**src/rtl/efdr_encoder.sv**
```systemverilog
// EFDR run-length encoder.
// Counts runs of identical bits, including the first differing bit that ends
// the run, then emits each run as a serial codeword: the run type, a prefix
// of k-1 ones followed by a zero, and a k-bit tail.
// Runs are limited to 62 bits. A run that reaches that limit without a
// terminator is flushed and err_ovf is set; that flag is sticky until reset.
module efdr_encoder (
    input  logic clk,
    input  logic reset,
    input  logic in_bit,
    input  logic in_valid,
    input  logic in_last,
    output logic in_ready,
    input  logic en,
    output logic bit_out,
    output logic out_valid,
    output logic out_last,
    output logic err_ovf
);

    typedef enum logic [1:0] {
        COUNT       = 2'd0,
        EMIT_TYPE   = 2'd1,
        EMIT_PREFIX = 2'd2,
        EMIT_TAIL   = 2'd3
    } state_e;

    localparam logic [5:0] MAX_RUN = 6'd62;

    state_e      state_q, state_d;
    logic        live_q, live_d;     // low only for the cycle right after reset
    logic [5:0]  n_q, n_d;           // bits counted in the current run
    logic        t_q, t_d;           // run type
    logic        tset_q, tset_d;     // run type has been latched
    logic        cw_t_q, cw_t_d;     // latched codeword fields
    logic [2:0]  k_q, k_d;
    logic [4:0]  tail_q, tail_d;
    logic [2:0]  idx_q, idx_d;       // bit index within the prefix or tail
    logic        last_q, last_d;     // codeword closes the stream
    logic        err_q, err_d;

    // Run-closing decode on the accepted bit
    logic        accept;
    logic        term;
    logic [5:0]  n_inc;
    logic        hit_max;
    logic        close;
    logic [5:0]  m_close;
    logic [2:0]  k_close;
    logic [5:0]  pow_close;
    logic [5:0]  tail_close;
    logic [2:0]  k_last;
    logic [2:0]  tail_sel;
    logic [4:0]  tail_sh;

    // k = floor(log2 m) for m in 2..63
    always_comb begin
        m_close = n_inc + 6'd1;
        if (m_close[5])      k_close = 3'd5;
        else if (m_close[4]) k_close = 3'd4;
        else if (m_close[3]) k_close = 3'd3;
        else if (m_close[2]) k_close = 3'd2;
        else                 k_close = 3'd1;
        pow_close  = 6'd1 << k_close;
        tail_close = m_close - pow_close;
    end

    // Input acceptance and run-termination detection
    always_comb begin
        accept  = in_valid & in_ready;
        term    = tset_q & (in_bit != t_q);
        n_inc   = n_q + 6'd1;
        hit_max = (n_inc == MAX_RUN);
        close   = accept & (term | hit_max | in_last);
    end

    // Next-state logic for the counter and the emission sequencer
    always_comb begin
        state_d = state_q;
        live_d  = 1'b1;
        n_d     = n_q;
        t_d     = t_q;
        tset_d  = tset_q;
        cw_t_d  = cw_t_q;
        k_d     = k_q;
        tail_d  = tail_q;
        idx_d   = idx_q;
        last_d  = last_q;
        err_d   = err_q;
        k_last  = k_q - 3'd1;

        case (state_q)
            COUNT: begin
                if (accept) begin
                    if (!tset_q) begin
                        t_d    = in_bit;
                        tset_d = 1'b1;
                    end
                    n_d = n_inc;
                end
                if (close) begin
                    // A terminator already ends the run, so only an
                    // unterminated 62nd bit counts as an overflow.
                    if (hit_max && !term) err_d = 1'b1;
                    cw_t_d  = tset_q ? t_q : in_bit;
                    k_d     = k_close;
                    tail_d  = tail_close[4:0];
                    idx_d   = 3'd0;
                    last_d  = in_last;
                    n_d     = 6'd0;
                    tset_d  = 1'b0;
                    state_d = EMIT_TYPE;
                end
            end
            EMIT_TYPE: begin
                if (en) begin
                    idx_d   = 3'd0;
                    state_d = EMIT_PREFIX;
                end
            end
            EMIT_PREFIX: begin
                if (en) begin
                    if (idx_q == k_last) begin
                        idx_d   = 3'd0;
                        state_d = EMIT_TAIL;
                    end else begin
                        idx_d = idx_q + 3'd1;
                    end
                end
            end
            EMIT_TAIL: begin
                if (en) begin
                    if (idx_q == k_last) begin
                        idx_d   = 3'd0;
                        last_d  = 1'b0;
                        state_d = COUNT;
                    end else begin
                        idx_d = idx_q + 3'd1;
                    end
                end
            end
            default: state_d = COUNT;
        endcase
    end

    // Serial codeword output; the tail is sent MSB first
    always_comb begin
        in_ready  = live_q & (state_q == COUNT);
        out_valid = (state_q != COUNT);
        bit_out   = 1'b0;
        out_last  = 1'b0;
        tail_sel  = k_q - 3'd1 - idx_q;
        tail_sh   = tail_q >> tail_sel;
        case (state_q)
            EMIT_TYPE:   bit_out = cw_t_q;
            EMIT_PREFIX: bit_out = (idx_q != (k_q - 3'd1));
            EMIT_TAIL: begin
                bit_out  = tail_sh[0];
                out_last = last_q & (idx_q == (k_q - 3'd1));
            end
            default:     bit_out = 1'b0;
        endcase
        err_ovf = err_q;
    end

    // State registers with synchronous active-low reset
    always_ff @(posedge clk) begin
        if (!reset) begin
            state_q <= COUNT;
            live_q  <= 1'b0;
            n_q     <= 6'd0;
            t_q     <= 1'b0;
            tset_q  <= 1'b0;
            cw_t_q  <= 1'b0;
            k_q     <= 3'd1;
            tail_q  <= 5'd0;
            idx_q   <= 3'd0;
            last_q  <= 1'b0;
            err_q   <= 1'b0;
        end else begin
            state_q <= state_d;
            live_q  <= live_d;
            n_q     <= n_d;
            t_q     <= t_d;
            tset_q  <= tset_d;
            cw_t_q  <= cw_t_d;
            k_q     <= k_d;
            tail_q  <= tail_d;
            idx_q   <= idx_d;
            last_q  <= last_d;
            err_q   <= err_d;
        end
    end

endmodule

```
**config.mk**
```make
export PLATFORM = sky130hd
export DESIGN_NAME = efdr_encoder
export DESIGN_NICKNAME = d
export VERILOG_FILES = /design/src/rtl/efdr_encoder.sv
export SDC_FILE = /design/constraint.sdc
export NUM_CORES = 1
export LEC_CHECK = 0
export ABC_CLOCK_PERIOD_IN_PS = 8400
export CAP_MARGIN = 20
export CORE_UTILIZATION = 25
export CTS_BUF_LIST = sky130_fd_sc_hd__clkbuf_4
export CTS_CLUSTER_SIZE = 40
export DETAILED_ROUTE_END_ITERATION = 7
export PLACE_DENSITY = 0.5
export REMOVE_ABC_BUFFERS = 1
export SYNTH_ARGS = -nofsm -noshare
export SYNTH_HDL_FRONTEND = slang
export SYNTH_SLANG_ARGS = --single-unit
export TNS_END_PERCENT = 20
```
**constraint.sdc**
```tcl
create_clock -name clk -period 8.4 [get_ports clk]
set_input_delay 1.26 -clock clk [delete_from_list [all_inputs] [get_ports clk]]
set_output_delay 1.26 -clock clk [all_outputs]
set_load 0.05 [all_outputs]
```
# Word-level counts from Yosys, hierarchy flattened
# Index checks and enable logic that the tools add are counted.
# word_totals
reg_bits	25
input_bits	6
out_inout_bits	5
word_cells	82
# op_classes
addsub	6
eq_ne	14
n_shift	2
n_mux	28
bitwise_logic	7
n_reduce_logical	14
# op_table
cell	count
3-bit 2-to-1 mux	6
2-bit 2-to-1 mux	8
6-bit by 1-bit adder with 6-bit output, second input constant	2
6-bit 2-to-1 mux	2
2-bit != test, second input constant	6
3-bit case mux with 3 select lines	1
1-bit 2-to-1 mux	8
2-bit case mux with 4 select lines	1
6-bit == test, second input constant	1
2-bit AND reduction	3
3-bit AND reduction	2
6-bit AND reduction	1
2-bit nonzero test	3
1-bit AND	5
1-bit by 3-bit << shifter with 5-bit output, first input constant	1
5-bit by 3-bit >> shifter with 1-bit output	1
5-bit subtractor	1
2-bit == test, second input constant	2
4-bit AND reduction	1
3-bit by 1-bit adder with 3-bit output, second input constant	1
3-bit == test	1
3-bit != test	1
1-bit case mux with 3 select lines	1
3-bit by 1-bit subtractor with 3-bit output, second input constant	1
other kinds (10)	11

# Depth between registers and ports, before layout
# Gate-level depths: netlist of the first run.
# logic_depth
word_depth	8
mapped_depth	14
mapped_depth_nobuf	14

# Worst setup path before layout of the first run
# OpenSTA, ideal clock, no wires.
# synth_path
path_type	reg-to-output
from	reg k_q[0]
to	out bit_out
arrival_ps	2211
required_ps	7140
setup_slack_ps	4929
stages_incl_launch_ff	10
path_buffers	0
path_cell_list	dfxtp_1 > inv_1 > ha_1 > inv_1 > fa_1 > mux4_2 > nand2_1 > o21ai_0 > a222oi_1 > nor2_1
# synth_between
elab_chain_cells	4
elab_cells_between_ends	5
classes_between	add/sub: 2; eq/ne: 1; shift: 1; mux: 1
# synth_rtl
item	line	text
start, declared	36	logic [2:0] k_q, k_d;
start signal, assigned	187	k_q <= k_d;
3-bit by 1-bit subtractor with 3-bit output *	152, 156	
3-bit subtractor	152	tail_sel = k_q - 3'd1 - idx_q;
5-bit by 3-bit >> shifter with 1-bit output	153	tail_sh = tail_q >> tail_sel;
1-bit case mux with 3 select lines *	154	case (state_q)
end, declared	15	output logic bit_out,
# Every way passes the cells marked *; elsewhere a longest branch is shown, timed or not.

# Worst setup path after layout of the first run
# Ends and elaborated chain as after synthesis.

==> reports/results.tsv, run 1 <==
stage	metric	value	unit
outcome	outcome	complete, no violations	
clock_tree	CTS H-tree depth	1	
sta	setup violators final	0	
critical_path	CP arrival	3.02	ns
job	MaxCap Viol Count	0	
global_route	vias in the first global route	1462	
placement	Placed Area	2031	um^2
sta	Fmax	233.6	MHz
drt	ANT nets after route	0	
critical_path	critical-path maximum fanout	3	
floorplan	Starting Density	25.77	%
global_route	largest net degree at the start of global routing	23	
sta	Final Hold Viols	0	
global_route	antenna violations before repair	0	
drt	vias per cell	4.773	
floorplan	Die X	88.24	um
synthesis	Syn Std Cell Area	1859	um^2
floorplan	Ports	11	
layout	design area	2058	um^2
floorplan	Die Span Y	88.24	um
layout	layout cell share with drive strength beyond 1	5.172	%
sta	Worst Skew	0.01436	ns
clock_tree	CTS clk-pin slew, worst paths	0.16	ns
layout	most frequent cells in the layout	dfxtp_1, nor2_1, nand2_1	
layout	Multi-input gate area	1246	um^2
synthesis	number of flops mapped to enable cells by yosys	0	
clock_tree	Post-CTS Hold Buffers	0	
sta	setup TNS	0	ns
synthesis	Mapped Avg Cell Area	8.155	um^2
drt	Post-Route WL	4172	um
critical_path	Worst Path Required	7.14	ns
synthesis	Seq/Total Area, Yosys	26.92	%
placement	hpwl dp	3040	um
sta	slew margin rel.	35.63	%
drt	via count	1580	
critical_path	kind of end point of the critical path	primary output	
clock_tree	CTS tree	yes	
critical_path	Critical Path Start Type	flip-flop	
sta	Final Cycle Share	50.96	%
layout	n_diodes	0	
floorplan	DIE AREA	7786	um^2
synthesis	Unique masters post-synth	55	
critical_path	critical path class	reg -> out	
power_and_ir_drop	Peak VDD IR	0.03750	mV
power_and_ir_drop	Cell Pwr Density	139.4	nW/um^2
clock_tree	clk_lat worst skew	0.34	ns
global_route	Total GRT Usage	11.71	%
layout	Area growth syn-to-layout	10.70	%
global_route	first-pass GRT wire length	7182	um
drt	initial DRC count	57	
sta	Worst Max-Slew Pin Slew	0.9655	ns
floorplan	cell row count	31	
sta	RSZ-0062 raised after global routing	false	
clock_tree	post-CTS sizing	0	
layout	commonest non-fill, non-tap cell in the layout	dfxtp_1	
drt	Wirelength per Cell	12.60	um
sta	final worst path period need	4.281	ns
clock_tree	CTS sink cnt	25	
global_route	GRT overflow	0	
drt	DRC	0	
placement	number of port buffers	10	
synthesis	flops & latches, synth	25	
synthesis	share of flip-flops with an asynchronous set or reset	0	%
critical_path	R2R Setup Slk	4.81	ns
layout	Layout Nets	256	
synthesis	Mapped Cells	228	
clock_tree	Post-CTS Setup Bufs	0	
layout	Seq. cell area	500.5	um^2
synthesis	Top FF cell, synth	dfxtp_1	
placement	GPL Wtd Cong	0.7550	
clock_tree	CTS max path bufs	2	
layout	fill cell count	800	
power_and_ir_drop	Leakage	0.0007502	uW
clock_tree	CTS Buf Count	3	
drt	drt pass-1 iters	4	
clock_tree	Clock Tree Root	clkbuf_4	
synthesis	yosys warns	0	
hold_path	HP Class	reg -> reg	
sta	Final Max Slew Viols	0	
floorplan	core area	7214	um^2
## worst paths after layout
kind / from / endpoint / cells after the start
max: k_q[0] / bit_out / 10
min: last_q / last_q / 2
max reg2reg: n_q[0] / tail_q[4] / 13
min reg2reg: last_q / last_q / 2
## synthesized netlist by cell type (all sizes together) (2+ instances only)
master / number / area (um^2)
fa: 2 / 40.04
a211oi: 3 / 22.52
clkbuf: 4 / 15.01
xnor2: 6 / 52.55
nor3: 6 / 30.03
a41oi: 2 / 17.52
nor2b: 3 / 18.77
nor2: 21 / 78.83
and3: 6 / 37.54
o22ai: 6 / 37.54
o21a: 4 / 30.03
ha: 15 / 187.7
mux2i: 4 / 40.04
nand3b: 4 / 30.03
nand2: 21 / 78.83
and2: 4 / 27.53
o31ai: 2 / 15.01
buf: 6 / 37.53
or4: 2 / 18.77
a22oi: 2 / 15.01
inv: 16 / 60.06
or3: 3 / 18.77
o21ai: 9 / 48.79
a21boi: 3 / 22.52
a21oi: 14 / 70.07
nand3: 7 / 40.04
xor2: 6 / 52.55
dfxtp: 25 / 500.5
o211ai: 4 / 35.03
## metrics by stage
| step | hold WS, ns | setup WS, ns | instances | power, uW | util, % |
|---|---|---|---|---|---|
| CTS | 0.4873 | 4.105 | 331 | 289.4 | 28.53 |
| floorplan | 0.4303 | 4.929 | 218 | 203.7 | - |
| finish | 0.4822 | 4.119 | 331 | 287.0 | 28.53 |
| detailed placement | 0.4691 | 4.485 | 327 | 231.5 | 28.15 |
| global placement | 0.4522 | 4.516 | 327 | 231.7 | 28.15 |
| global route | 0.4997 | 3.850 | 331 | 305.2 | 28.53 |
## per-layer routing
metal | up-vias | part of all wire (%) | track usage (%)
met5 | - | 0 | 0
met3 | 4 | 1.9 | 1.399
met2 | 15 | 47 | 20.07
li1 | 814 | - | -
met4 | 0 | 0.91 | 2.639
met1 | 747 | 51 | 15.73
## area by class of cell
class / count / area share, %
Inverter: 16 / 2.918
Clock buffer: 3 / 1.094
Tap cell: 99 / 6.018
Clock inverter: 1 / 0.2432
Timing Repair Buffer: 10 / 4.863
Multi-Input combinational cell: 177 / 60.55
Sequential cell: 25 / 24.32
## registers in the layout (all words and copies together), names as in the netlist
register  count
n_q           6
tail_q        5
idx_q         3
k_q           3
state_q       2
cw_t_q        1
err_ovf       1
last_q        1
live_q        1
t_q           1
tset_q        1
## power by group
group          total, uW  switching, uW  internal (uW)
Sequential           133           6.70            126
Combinational       95.7           59.2           36.5
Clock               58.7           40.8           17.9
## worst max-delay path, stage by stage (launching register included)
cell and delay, ns:
dfxtp_1 0.38, inv_1 0.05, ha_1 0.27, inv_1 0.06
fa_1 0.52, mux4_2 0.29, nand2_1 0.07, o21ai_0 0.07
a222oi_1 0.22, nor2_1 0.06, clkdlybuf4s50_1 0.70
## cell families after synthesis
kind of cell / synth area share (%)
mux: 3.365
simple gates: 23.42
xor+xnor: 6.864
buf+inv: 6.056
flops: 26.92
compound gates: 20.93
other cells: 0.2017
fa+ha+maj: 12.25
Power figures use the tool's default switching activity.
==> run 2, diff against run 1 <==
--- a/config.mk
+++ b/config.mk
@@ -5,7 +5,7 @@
 export SDC_FILE = /design/constraint.sdc
 export NUM_CORES = 1
 export LEC_CHECK = 0
-export ABC_CLOCK_PERIOD_IN_PS = 8400
+export ABC_CLOCK_PERIOD_IN_PS = 4280
 export CAP_MARGIN = 20
 export CORE_UTILIZATION = 25
 export CTS_BUF_LIST = sky130_fd_sc_hd__clkbuf_4
==> constraint.sdc (replaced) <==
create_clock -name clk -period 4.28 [get_ports clk]
set_input_delay 0.642 -clock clk [delete_from_list [all_inputs] [get_ports clk]]
set_output_delay 0.642 -clock clk [all_outputs]
set_load 0.05 [all_outputs]
==> run 2 against run 1 <==
Utilization is 0.24 points higher. Global-route usage is essentially flat. Sequential power increased by 95%. Final cell count increased by 0.60%. Critical endpoint unchanged. Setup slack got worse by 3.5 ns. Clock skew is 0.012 ns lower. Clock power up 110%. Wire length fell by 1.8%.
==> reports/results.tsv, run 2 (synthesis gave the netlist of run 1 again) <==
stage	metric	value	unit
global_route	GRT overflow	0	
sta	setup TNS	0	ns
drt	drt pass-1 iters	4	
placement	number of port buffers	10	
sta	Final Hold Viols	0	
floorplan	Ports	11	
drt	via count	1571	
floorplan	cell row count	31	
power_and_ir_drop	Cell Pwr Density	276.8	nW/um^2
outcome	outcome	complete, no violations	
critical_path	Worst Setup SP	k_q[0]	
critical_path	reg2reg start	n_q[0]	
clock_tree	CTS Buf Count	3	
critical_path	Critical Path Start Type	flip-flop	
critical_path	critical path class	reg -> out	
critical_path	Worst Path Required	3.64	ns
sta	Worst Max-Slew Pin Slew	0.7521	ns
power_and_ir_drop	Peak VDD IR	0.08168	mV
placement	hpwl dp	2979	um
layout	Biggest register	n_q	
job	MaxCap Viol Count	0	
layout	commonest non-fill, non-tap cell in the layout	dfxtp_1	
sta	final worst path period need	3.679	ns
drt	Wirelength per Cell	12.30	um
power_and_ir_drop	NetSw	210.6	uW
critical_path	CP arrival	3.04	ns
floorplan	DIE AREA	7786	um^2
global_route	largest net degree at the start of global routing	23	
global_route	Total GRT Usage	11.75	%
critical_path	kind of end point of the critical path	primary output	
clock_tree	CTS H-tree depth	1	
hold_path	Hold Path Depth	2	
clock_tree	Post-CTS Setup Bufs	0	
power_and_ir_drop	Int Power	364.0	uW
layout	Multi-input gate area	1246	um^2
clock_tree	CTS max path bufs	2	
sta	setup violators final	0	
hold_path	hold wc startpoint	last_q	
layout	Layout Nets	258	
floorplan	core area	7214	um^2
clock_tree	CTS sink cnt	25	
clock_tree	clk_lat worst skew	0.33	ns
layout	n_diodes	0	
clock_tree	CTS tree	yes	
sta	slew margin rel.	49.81	%
drt	initial DRC count	94	
drt	Post-Route WL	4095	um
clock_tree	post-CTS sizing	0	
global_route	first-pass GRT wire length	7155	um
critical_path	R2R cell count	13	
power_and_ir_drop	Comb pwr share	33.5	%
floorplan	Starting Density	25.77	%
layout	Seq. cell area	500.5	um^2
power_and_ir_drop	Leakage	0.0007610	uW
drt	vias per cell	4.718	
global_route	antenna violations before repair	0	
critical_path	critical-path maximum fanout	3	
layout	fill cell count	797	
power_and_ir_drop	sequential power share	45.3	%
floorplan	Die X	88.24	um
layout	Core Util, Final	28.77	%
placement	Placed Area	2046	um^2
layout	Area growth syn-to-layout	11.64	%
power_and_ir_drop	Clock power frac	21.2	%
clock_tree	Clock Tree Root	clkbuf_4	
layout	biggest regs	n_q (6), tail_q (5)	
placement	GPL Wtd Cong	0.7814	
drt	DRC	0	
sta	Fmax	271.8	MHz
clock_tree	CTS clk-pin slew, worst paths	0.15	ns
layout	most frequent cells in the layout	dfxtp_1, nor2_1, nand2_1	
global_route	vias in the first global route	1527	
power_and_ir_drop	Net Sw Frac	36.66	%
sta	Worst Skew	0.002121	ns
clock_tree	Post-CTS Hold Buffers	0	
sta	Final Max Slew Viols	0	
sta	RSZ-0062 raised after global routing	false	
drt	ANT nets after route	0	
hold_path	HP Class	reg -> reg	
layout	design area	2076	um^2
layout	layout cell share with drive strength beyond 1	5.983	%
floorplan	Die Span Y	88.24	um
layout	max reg flops	6	
sta	Final Cycle Share	85.95	%
[run 2: critical path, stage by stage, from the launching register on]
cell,delay [ns]
dfxtp_1,0.39
inv_1,0.05
ha_1,0.27
inv_1,0.06
fa_1,0.52
mux4_2,0.29
nand2_1,0.06
o21ai_0,0.07
a222oi_1,0.22
nor2_1,0.07
clkdlybuf4s50_1,0.70
[run 2: worst paths after layout]
check / slack [ns] / endpoint
setup / recovery: 0.60 / bit_out
hold / removal: 0.46 / last_q
setup reg to reg: 0.73 / tail_q[4]
hold reg to reg: 0.46 / last_q
[run 2: power groups by stage]
stage,clock network (uW),registers (uW),logic [uW]
2_1_floorplan,0,262,138
3_3_place_gp,0,265,193
3_5_place_dp,0,265,192
4_1_cts,127,260,193
5_1_grt,135,263,216
6_report,122,260,193
[run 2: metal layers]
metal	wire length, um	global-route usage, %	share of wire [%]
met3	172	2.146	4.2
met2	1853	20.28	45
met5	0	0	0
met4	25	2.639	0.61
met1	2044	15.24	50
[run 2: area by class of cell]
class / instances / area share, %
sequential: 25 / 24.11
timing repair buffer: 12 / 5.545
clock buffer: 4 / 1.447
multi-input combinational: 177 / 60.04
tap: 99 / 5.967
inverter: 16 / 2.893
[run 2: through the flow]
step / worst slack [ns] / hold slack [ns] / std cells / power [uW]
final: 0.6014 / 0.4642 / 333 / 574.6
after global routing: 0.3443 / 0.4859 / 333 / 613.3
after CTS: 0.5650 / 0.4656 / 333 / 580.0
after detailed placement: 0.7326 / 0.4461 / 329 / 457.2
after global placement: 0.7360 / 0.4394 / 329 / 457.9
after floorplan: 1.097 / 0.4303 / 218 / 399.8
==> RTL change, RTL diff (settings of run 2) <==
`n_q` no longer has a reset.
--- a/src/rtl/efdr_encoder.sv
+++ b/src/rtl/efdr_encoder.sv
@@ -170,3 +170,2 @@
             live_q  <= 1'b0;
-            n_q     <= 6'd0;
             t_q     <= 1'b0;
@@ -182,3 +181,2 @@
             live_q  <= live_d;
-            n_q     <= n_d;
             t_q     <= t_d;
@@ -194,2 +192,6 @@
 
+    always_ff @(posedge clk) begin
+        n_q <= n_d;
+    end
+
 endmodule
Function: differs if reset is asserted again (counterexample within 10 cycles, from zero or initial values and one cycle with reset low); with reset held inactive, the same outputs for 10 cycles.
==> RTL change against run 2 <==
  * Maximum frequency down 5.8%
  * Worst setup slack worse by 0.23 ns
  * Critical endpoint unchanged
  * Count of clock-buffer cells in the layout is 1 lower
  * Synthesized area grew 6.7%
  * Via count fell by 3.2%
  * Final area grew 4.3%
  * Routed wire length shrank 5.1%
  * Sequential cell count unchanged
Power is not compared: it rests on default switching activity, and its combinational part moved more than twofold at a synthesized area within 25%.
==> RTL change: results (changes against run 2) <==
| Metric | Value |
|---|---|
| Largest net degree at the start of global routing | 25 (+8.7%) |
| Asr flop ratio synth | 0% (unchanged) |
| Total CTS buffers | 3 (unchanged) |
| R2R Setup Slk | 0.94 ns (+0.21 ns) |
| CP max stage cell | clkdlybuf4s50_1 |
| Post-DP HPWL | 2950 µm (-1.1%) |
| Clk_lat worst skew | around 0.32 ns |
| H-tree depth | 1 (unchanged) |
| Final wirelength | 3890 µm (-5.1%) |
| Number of flops mapped to enable cells by yosys | 6 (+6) |
| Synth top area cells | dfxtp_1 19%, ha_1 9.5%, edfxtp_1 9.1%, nor2_1 5.3%, xor2_1 3.1% |
| Pleak | a little over 0.8 nW |
| Filler cells | 850 (+6.6%) |
| GRT Util Overall | 9.69% (-2.1 points) |
| Register area share after synthesis | 28.3% (+1.3 points) |
| Run status | complete, no violations |
| Critical Path AT | 3.26 ns (+0.22 ns) |
| Via Count | 1520 (-3.2%) |
| Share of post-route cells with drive strength above 1 | 8.89% (+2.9 points) |
| Clk_skew | 0.00233 ns (+0.000213 ns) |
| Critical Path Max Stage Delay | 0.70 ns (about the same) |
| Crit Path Max Fanout | 3 (unchanged) |
| Reg-to-reg startpoint | n_q[0] |
| Post-synth top cells | 28 x nor2_1, 19 x dfxtp_1, 15 x ha_1 |
| Number of diodes | 0 (unchanged) |
| Final net count | 249 (-3.5%) |
| Worst Setup EP | bit_out |
| Gpl congestion | 0.767 (-1.9%) |
| First-pass GRT wire length | 6800 µm (-4.9%) |
| Cts hold-fix bufs | 0 (unchanged) |
| DRT iter0 DRCs | 28 (-70%) |
| Yosys cell types | 56 (+1.8%) |
| Worst rel slew slack | 56.5% (+6.7 points) |
[RTL change: cells by family after synthesis]
logic type                 Yosys count  share of synthesized area (%)
other                                1                          0.189
muxes                                6                           3.66
and+or+nand+nor                     94                           25.5
xor gates and xnor gates            14                           6.88
AOI/OAI and AO/OA                   40                           17.6
buffers and inverters               23                           6.44
adders and majority gates           17                           11.5
DFF                                 25                           28.3
[RTL change: per-layer routing]
layer / routed length [µm] / vias up / part of all wire (%) / global-route usage [%]
met3: 42 / 6 / 1.1 / 1.34
met2: 1690 / 12 / 43 / 15.6
li1: - / 794 / - / -
met4: 82 / 0 / 2.1 / 2.91
met1: 2070 / 708 / 53 / 13.4
met5: 0 / - / 0 / 0
[RTL change: how the worst min path moves through the flow]
stage / from / endpoint / slack (ns)
after floorplan: idx_q[2] / idx_q[2] / 0.44
after global placement: err_ovf / err_ovf / 0.46
after detailed placement: idx_q[2] / idx_q[2] / 0.47
after CTS: idx_q[2] / idx_q[2] / 0.49
after global routing: idx_q[2] / idx_q[2] / 0.52
final: idx_q[2] / idx_q[2] / 0.49
[RTL change: per-stage QoR]
| step | hold WS, ns | instances | area (µm²) | setup WS (ns) | utilization [%] |
|---|---|---|---|---|---|
| detailed placement | 0.472 | 323 | 2140 | 0.734 | 27.8 |
| CTS | 0.493 | 327 | 2170 | 0.350 | 28.2 |
| global route | 0.521 | 327 | 2170 | 0.184 | 28.2 |
| finish | 0.493 | 327 | 2170 | 0.373 | 28.2 |
| global placement | 0.460 | 323 | 2140 | 0.768 | 27.8 |
| floorplan | 0.442 | 211 | 1910 | 1.30 | - |
[RTL change: power by group through the flow]
stage	combinational (mW)	sequential (mW)	clock [mW]
finish	0.465	0.318	0.111
global route	0.516	0.325	0.126
CTS	0.467	0.318	0.116
detailed placement	0.463	0.324	0
global placement	0.467	0.324	0
floorplan	0.375	0.311	0
[RTL change: cell type report]
class	instances	area, µm²	share of cell area, %
clock buffers	3	22.5	1.04
clock inverters	1	7.51	0.347
inverters	14	52.6	2.43
multi-input cells	172	1290	59.8
flip-flops and latches	25	561	25.9
well taps	102	128	5.89
repair buffers	10	100	4.62
[RTL change: critical path, delay by kind of cell (launching register included)]
kind | cells | cell delay, ns
muxes | 1 | 0.50
and+or+nand+nor | 2 | 0.13
adders and majority gates | 2 | 0.80
AOI/OAI and AO/OA | 2 | 0.31
DFF | 1 | 0.39
buffers and inverters | 3 | 0.81
